### config.mk
export PLATFORM = sky130hd
export DESIGN_NAME = icache
export DESIGN_NICKNAME = d
export VERILOG_FILES = /design/src/rtl/icache_pkg.sv /design/src/rtl/icache_refill.sv /design/src/rtl/icache.sv
export SDC_FILE = /design/constraint.sdc
export NUM_CORES = 1
export LEC_CHECK = 0
export CAP_MARGIN = 40
export CORE_UTILIZATION = 45
export CTS_BUF_LIST = sky130_fd_sc_hd__clkbuf_16
export DETAILED_ROUTE_END_ITERATION = 8
export GPL_TIMING_DRIVEN = 1
export PLACE_DENSITY_LB_ADDON = 0.08
export SLEW_MARGIN = 20
export SYNTH_ARGS = -nofsm -noshare
export SYNTH_HDL_FRONTEND = slang
export SYNTH_SLANG_ARGS = --single-unit
### constraint.sdc
create_clock -name clk -period 3.1 [get_ports clk]
set_input_delay 0.62 -clock clk [delete_from_list [all_inputs] [get_ports clk]]
set_output_delay 0.62 -clock clk [all_outputs]
set_load 0.03 [all_outputs]
### src/rtl/icache_pkg.sv
// Shared types and default geometry for the direct-mapped instruction cache.
// Optional hit/miss statistics ports are enabled with ICACHE_STATS_EN.
package icache_pkg;

  localparam int DEF_LINES      = 8;
  localparam int DEF_LINE_BYTES = 4;
  localparam int DEF_ADDR_W     = 8;

  localparam int OFF_W = $clog2(DEF_LINE_BYTES);
  localparam int IDX_W = $clog2(DEF_LINES);
  localparam int TAG_W = DEF_ADDR_W - IDX_W - OFF_W;

  localparam logic [7:0] NOP_WORD = 8'hC0;

  typedef enum logic {
    IDLE,
    REFILL
  } state_e;

endpackage

### src/rtl/icache_refill.sv
// Line refill sequencer: fetches a whole line in order over a req/ack port
// and emits array write strobes; a flush abandons the line in flight.
module icache_refill
  import icache_pkg::*;
#(
  parameter int TW = TAG_W,
  parameter int IW = IDX_W,
  parameter int OW = OFF_W
) (
  input  logic             clk,
  input  logic             rst_n,
  input  logic             start_i,
  input  logic             flush_i,
  input  logic [TW-1:0]    tag_i,
  input  logic [IW-1:0]    idx_i,
  input  logic             mem_ack_i,
  output logic             busy_o,
  output logic             mem_req_o,
  output logic [TW+IW+OW-1:0] mem_addr_o,
  output logic             we_o,
  output logic             done_o,
  output logic [IW-1:0]    widx_o,
  output logic [OW-1:0]    woff_o
);

  localparam logic [OW-1:0] LAST = {OW{1'b1}};

  state_e               state_q, state_d;
  logic [OW-1:0]        cnt_q, cnt_d;
  logic [TW-1:0]        tag_q, tag_d;
  logic [IW-1:0]        idx_q, idx_d;
  logic                 req_q, req_d;
  logic [TW+IW+OW-1:0]  addr_q, addr_d;

  always_ff @(posedge clk or negedge rst_n) begin
    if (!rst_n) begin
      state_q <= IDLE;
      cnt_q   <= '0;
      tag_q   <= '0;
      idx_q   <= '0;
      req_q   <= 1'b0;
      addr_q  <= '0;
    end else begin
      state_q <= state_d;
      cnt_q   <= cnt_d;
      tag_q   <= tag_d;
      idx_q   <= idx_d;
      req_q   <= req_d;
      addr_q  <= addr_d;
    end
  end

  always_comb begin
    state_d = state_q;
    cnt_d   = cnt_q;
    tag_d   = tag_q;
    idx_d   = idx_q;
    req_d   = req_q;
    addr_d  = addr_q;
    we_o    = 1'b0;
    done_o  = 1'b0;
    unique case (state_q)
      IDLE: begin
        if (start_i) begin
          state_d = REFILL;
          tag_d   = tag_i;
          idx_d   = idx_i;
          cnt_d   = '0;
          req_d   = 1'b1;
          addr_d  = {tag_i, idx_i, {OW{1'b0}}};
        end
      end
      REFILL: begin
        // flush outranks any ack in the same cycle, including the last one
        if (flush_i) begin
          state_d = IDLE;
          req_d   = 1'b0;
        end else if (mem_ack_i) begin
          we_o  = 1'b1;
          cnt_d = cnt_q + 1'b1;
          if (cnt_q == LAST) begin
            done_o  = 1'b1;
            state_d = IDLE;
            req_d   = 1'b0;
          end else begin
            addr_d = {tag_q, idx_q, cnt_d};
          end
        end
      end
      default: state_d = IDLE;
    endcase
  end

  assign busy_o     = (state_q == REFILL);
  assign mem_req_o  = req_q;
  assign mem_addr_o = addr_q;
  assign widx_o     = idx_q;
  assign woff_o     = cnt_q;

endmodule

### src/rtl/icache.sv
// Direct-mapped instruction cache with combinational hit path.
// Define ICACHE_STATS_EN to add saturating hit_count/miss_count outputs.
module icache
  import icache_pkg::*;
#(
  parameter int         LINES      = DEF_LINES,
  parameter int         LINE_BYTES = DEF_LINE_BYTES,
  parameter int         ADDR_W     = DEF_ADDR_W,
  parameter logic [7:0] NOP_WORD   = icache_pkg::NOP_WORD
) (
  input  logic              clk,
  input  logic              areset,
  input  logic [ADDR_W-1:0] imem_addr,
  output logic [7:0]        imem_data,
  output logic              imem_valid,
  input  logic              flush,
  output logic              mem_req,
  output logic [ADDR_W-1:0] mem_addr,
  input  logic              mem_ack,
  input  logic [7:0]        mem_data
`ifdef ICACHE_STATS_EN
  ,
  output logic [15:0]       hit_count,
  output logic [15:0]       miss_count
`endif
);

  localparam int OW = $clog2(LINE_BYTES);
  localparam int IW = $clog2(LINES);
  localparam int TW = ADDR_W - IW - OW;

  logic [TW-1:0] a_tag;
  logic [IW-1:0] a_idx;
  logic [OW-1:0] a_off;

  assign {a_tag, a_idx, a_off} = imem_addr;

  logic [LINES-1:0] valid_q;
  logic [TW-1:0]    tag_q  [LINES];
  logic [7:0]       data_q [LINES][LINE_BYTES];

  logic          busy, we, done;
  logic [IW-1:0] widx;
  logic [OW-1:0] woff;
  logic          lookup, hit, start;

  assign lookup = valid_q[a_idx] && (tag_q[a_idx] == a_tag);
  assign hit    = !busy && lookup && !flush;
  assign start  = !busy && !lookup && !flush;

  assign imem_valid = hit;
  assign imem_data  = hit ? data_q[a_idx][a_off] : NOP_WORD;

  icache_refill #(
    .TW(TW),
    .IW(IW),
    .OW(OW)
  ) u_refill (
    .clk       (clk),
    .rst_n     (areset),
    .start_i   (start),
    .flush_i   (flush),
    .tag_i     (a_tag),
    .idx_i     (a_idx),
    .mem_ack_i (mem_ack),
    .busy_o    (busy),
    .mem_req_o (mem_req),
    .mem_addr_o(mem_addr),
    .we_o      (we),
    .done_o    (done),
    .widx_o    (widx),
    .woff_o    (woff)
  );

  always_ff @(posedge clk or negedge areset) begin
    if (!areset) begin
      valid_q <= '0;
    end else if (flush) begin
      valid_q <= '0;
    end else if (done) begin
      valid_q[widx] <= 1'b1;
    end
  end

  // storage needs no reset: nothing is visible until its valid bit is set
  always_ff @(posedge clk) begin
    if (we) begin
      data_q[widx][woff] <= mem_data;
    end
    if (done) begin
      tag_q[widx] <= mem_addr[ADDR_W-1 -: TW];
    end
  end

`ifdef ICACHE_STATS_EN
  logic [15:0] hit_cnt_q, hit_cnt_d;
  logic [15:0] miss_cnt_q, miss_cnt_d;

  always_comb begin
    hit_cnt_d  = hit_cnt_q;
    miss_cnt_d = miss_cnt_q;
    if (hit && hit_cnt_q != 16'hFFFF) begin
      hit_cnt_d = hit_cnt_q + 16'd1;
    end
    if (start && miss_cnt_q != 16'hFFFF) begin
      miss_cnt_d = miss_cnt_q + 16'd1;
    end
  end

  always_ff @(posedge clk or negedge areset) begin
    if (!areset) begin
      hit_cnt_q  <= '0;
      miss_cnt_q <= '0;
    end else begin
      hit_cnt_q  <= hit_cnt_d;
      miss_cnt_q <= miss_cnt_d;
    end
  end

  assign hit_count  = hit_cnt_q;
  assign miss_count = miss_cnt_q;
`endif

endmodule

==> qor.yml <==
critical_path:
  end_kind: "output pin"
  reg2reg_from: "tag_q[6][1]"
  cp.required_ps: 2480
  reg2reg_to: "u_refill.mem_addr_o[4]"
  reg2reg_depth: 7
  path_max_fanout: 5
  r2r_setup_slack_ps: 730
  crit_type: "input pin to output pin"
  worstPathArrival_ps: 2620
  critical_path.startpoint_type: "input pin"
placed_design:
  dp_slack_ps: -763.6
  globalplace.congestion: 0.7842
  dp_hpwl_um: 16590
  io_buffers: 37
  dp.cells: 1013
yosys:
  syn-instance-count: 600
  synth_top_area_share_pct: 69.18
  ys_types: 33
  ys_seq_area_share_pct: 74.53
  yosysWarnings: 0
  synth_nets: 624
  synth_area_leaders: "edfxtp_1 69%, mux4_2 14%, dfrtp_1 5.4%"
  syn_area_um2: 12150
  syn_area_per_cell_um2: 20.26
  ys_seq_elements: 306
  yosysTopAreaCell: "edfxtp_1"
cells_and_area:
  drive_above_1_share_pct: 34.68
  final_util_pct: 56.02
  final_cells: 1079
  nets: 746
  diodes: 0
  syn_to_final_growth_pct: 21.13
detailed_routing:
  drtIter0Drc: 552
  drtPass1Iterations: 6
  met2_length_um: 12330
  via_per_inst: 5.631
  wl_per_cell_um: 23.90
  routed.top_layer: "met4"
  met1_length_um: 11640
  drc: 3
  vias: 6076
  dr_wl_met3_um: 1187
  drt-total-wl_um: 25780
  final_antenna_net_count: 0
outcome:
  status: "finished with violations"
  violations: "DRC, setup timing"
global_route:
  antenna_found_initial: 0
  grt_pass1_vias: 6458
  grt_overflow_total: 0
  grt_max_degree: 43
  grt_pass1_wl_um: 39790
  track_usage_pct: 19.59
timing:
  clock.fmax_ghz: 0.3088
  finalWorstPathRequiredPeriod_ps: 3238
  hold_viol_final: 0
  setup_viol: 9
  fin_skew_ps: 5.017
  setup_ws_ps: -138.0
  tightest_slew_ps: 530.3
  slew_headroom_pct: 64.43
  slew_violations: 0
  finalSetupTns_ps: -1070
  rsz0062_at_grt: "yes"
  finalCritPeriodShare_pct: 104.5
  whs_ps: 496.4
clocking:
  clock_latency_ps: 500
  cts_tree: "built"
  cts-root-buf: "clkbuf_16"
  htreeDepth: 2
  clkSinkCount: 306
  postCtsHoldBufs: 0
  clockBufferDepth: 3
  numCtsBuffers: 35
  clk_pin_slew_ps: 50
floorplanning:
  die_area_um2: 27670
  core-area_um2: 26280
  start_util_pct: 46.25
  row_count: 59
  boundaryPins: 38
  die_x_um: 166.3
  chipHeight_um: 166.3
power:
  leakage_nw: 4.968
  peakVddDrop_mv: 0.6243
  powerDensity_nw_per_um2: 606.0
run:
  maxCapViolCount: 0
worst_hold_path:
  min_path_type: "input pin to async pin"
per-stage QoR:
stage                     power [mW]  instance area, um^2
after floorplan                5.056                12230
after global placement         5.325                13380
after detailed placement       5.338                13380
after CTS                      9.008                14680
after global routing           9.214                14720
final                          8.923                14720
cells in the final DEF (no fill, tap or decap), drive strengths merged, types with 3 or more instances in the layout:
cell / netlist / final
a211o: 3 / 3
a211oi: 17 / 17
a21oi: 6 / 6
buf: 14 / 94
clkbuf: 20 / 37
clkdlybuf4s50: 0 / 25
clkinv: 0 / 9
dfrtp: 26 / 26
edfxtp: 280 / 280
ha: 4 / 4
inv: 7 / 18
mux2: 19 / 19
mux2i: 20 / 20
mux4: 77 / 77
nand2: 9 / 9
nand3b: 3 / 3
nor2: 66 / 66
nor2b: 8 / 8
xor2: 3 / 3
report_power, final:
group	switching [mW]	internal [mW]	leakage, nW
clock	1.50	2.13	0.531
combinational	0.365	0.299	1.59
sequential	0.0519	4.58	2.85
total	1.91	7.01	4.97
synth_stat cells:
| cell type | number |
|---|---|
| a211o_1 | 3 |
| a211oi_1 | 17 |
| a21oi_1 | 6 |
| a221oi_4 | 1 |
| a311oi_1 | 1 |
| and2_1 | 1 |
| and4_4 | 1 |
| buf_1 | 4 |
| buf_2 | 8 |
| buf_4 | 1 |
| buf_8 | 1 |
| clkbuf_1 | 20 |
| dfrtp_1 | 26 |
| edfxtp_1 | 280 |
| ha_1 | 4 |
| inv_1 | 7 |
| mux2_2 | 19 |
| mux2i_1 | 20 |
| mux4_2 | 77 |
| nand2_1 | 9 |
| nand2b_1 | 2 |
| nand3_1 | 2 |
| nand3b_1 | 3 |
| nand4_1 | 1 |
| nor2_1 | 66 |
| nor2b_1 | 8 |
| nor3_4 | 1 |
| o21ai_0 | 2 |
| o2bb2ai_1 | 1 |
| o31ai_1 | 1 |
| or3_1 | 2 |
| or3b_2 | 2 |
| xor2_1 | 3 |
state kept, by name (all words and copies together) (netlist names):
| signal | count |
|---|---|
| valid_q | 8 |
| u_refill.widx_o | 3 |
| tag_q | 24 |
| u_refill.mem_req_o | 1 |
| u_refill.tag_q | 3 |
| data_q | 256 |
| u_refill.woff_o | 2 |
| u_refill.mem_addr_o | 8 |
| u_refill.busy_o | 1 |
timing repair:
| action | in CTS | in global routing |
|---|---|---|
| setup endpoints to repair | 9 | 9 |
| resized for setup | 56 | 7 |
| pin swaps | 7 | 3 |
| setup buffers | 6 | 1 |
final cells by class:
class / count / area (um^2)
Fill cell: 1999 / 11560
Multi-Input combinational cell: 253 / 3059
Sequential cell: 306 / 9059
Inverter: 7 / 26.28
Clock buffer: 37 / 925.9
Clock inverter: 22 / 91.34
Timing Repair Buffer: 119 / 1142
Tap cell: 335 / 419.2
worst max-delay path by stage:
stage	startpoint	end	slack, ps	cells after the start
finish	imem_addr[3]	imem_data[7]	-140	7
detailed placement	imem_addr[2]	imem_data[7]	-760	8
global placement	imem_addr[2]	imem_data[6]	-730	8
floorplan	imem_addr[2]	imem_data[6]	-40	9
CTS	tag_q[6][1]	imem_data[7]	-220	7
global route	tag_q[0][2]	imem_data[5]	-230	8
per-layer routing:
layer,GRT usage (%),vias up
met3,3.217,43
li1,-,2675
met4,6.481,0
met2,30.86,165
met5,0,-
met1,28.09,3193
critical path: stages:
cell and delay (ps):
buf_2 210, mux4_2 540, xor2_1 190, nand4_1 180
or3_4 430, a211o_4 300, buf_6 140
cell families (layout without fill, tap and decap cells):
kind of cell    after synthesis  after routing  synth area share, %
simple gates                 98             98                3.675
fa+ha+maj                     4              4               0.4118
buf+inv                      41            185                1.472
flops                       306            306                74.53
mux                         116            116                17.68
compound gates               32             32                2.018
xor+xnor                      3              3               0.2162
Note: power is estimated with default switching activity, not from simulation.
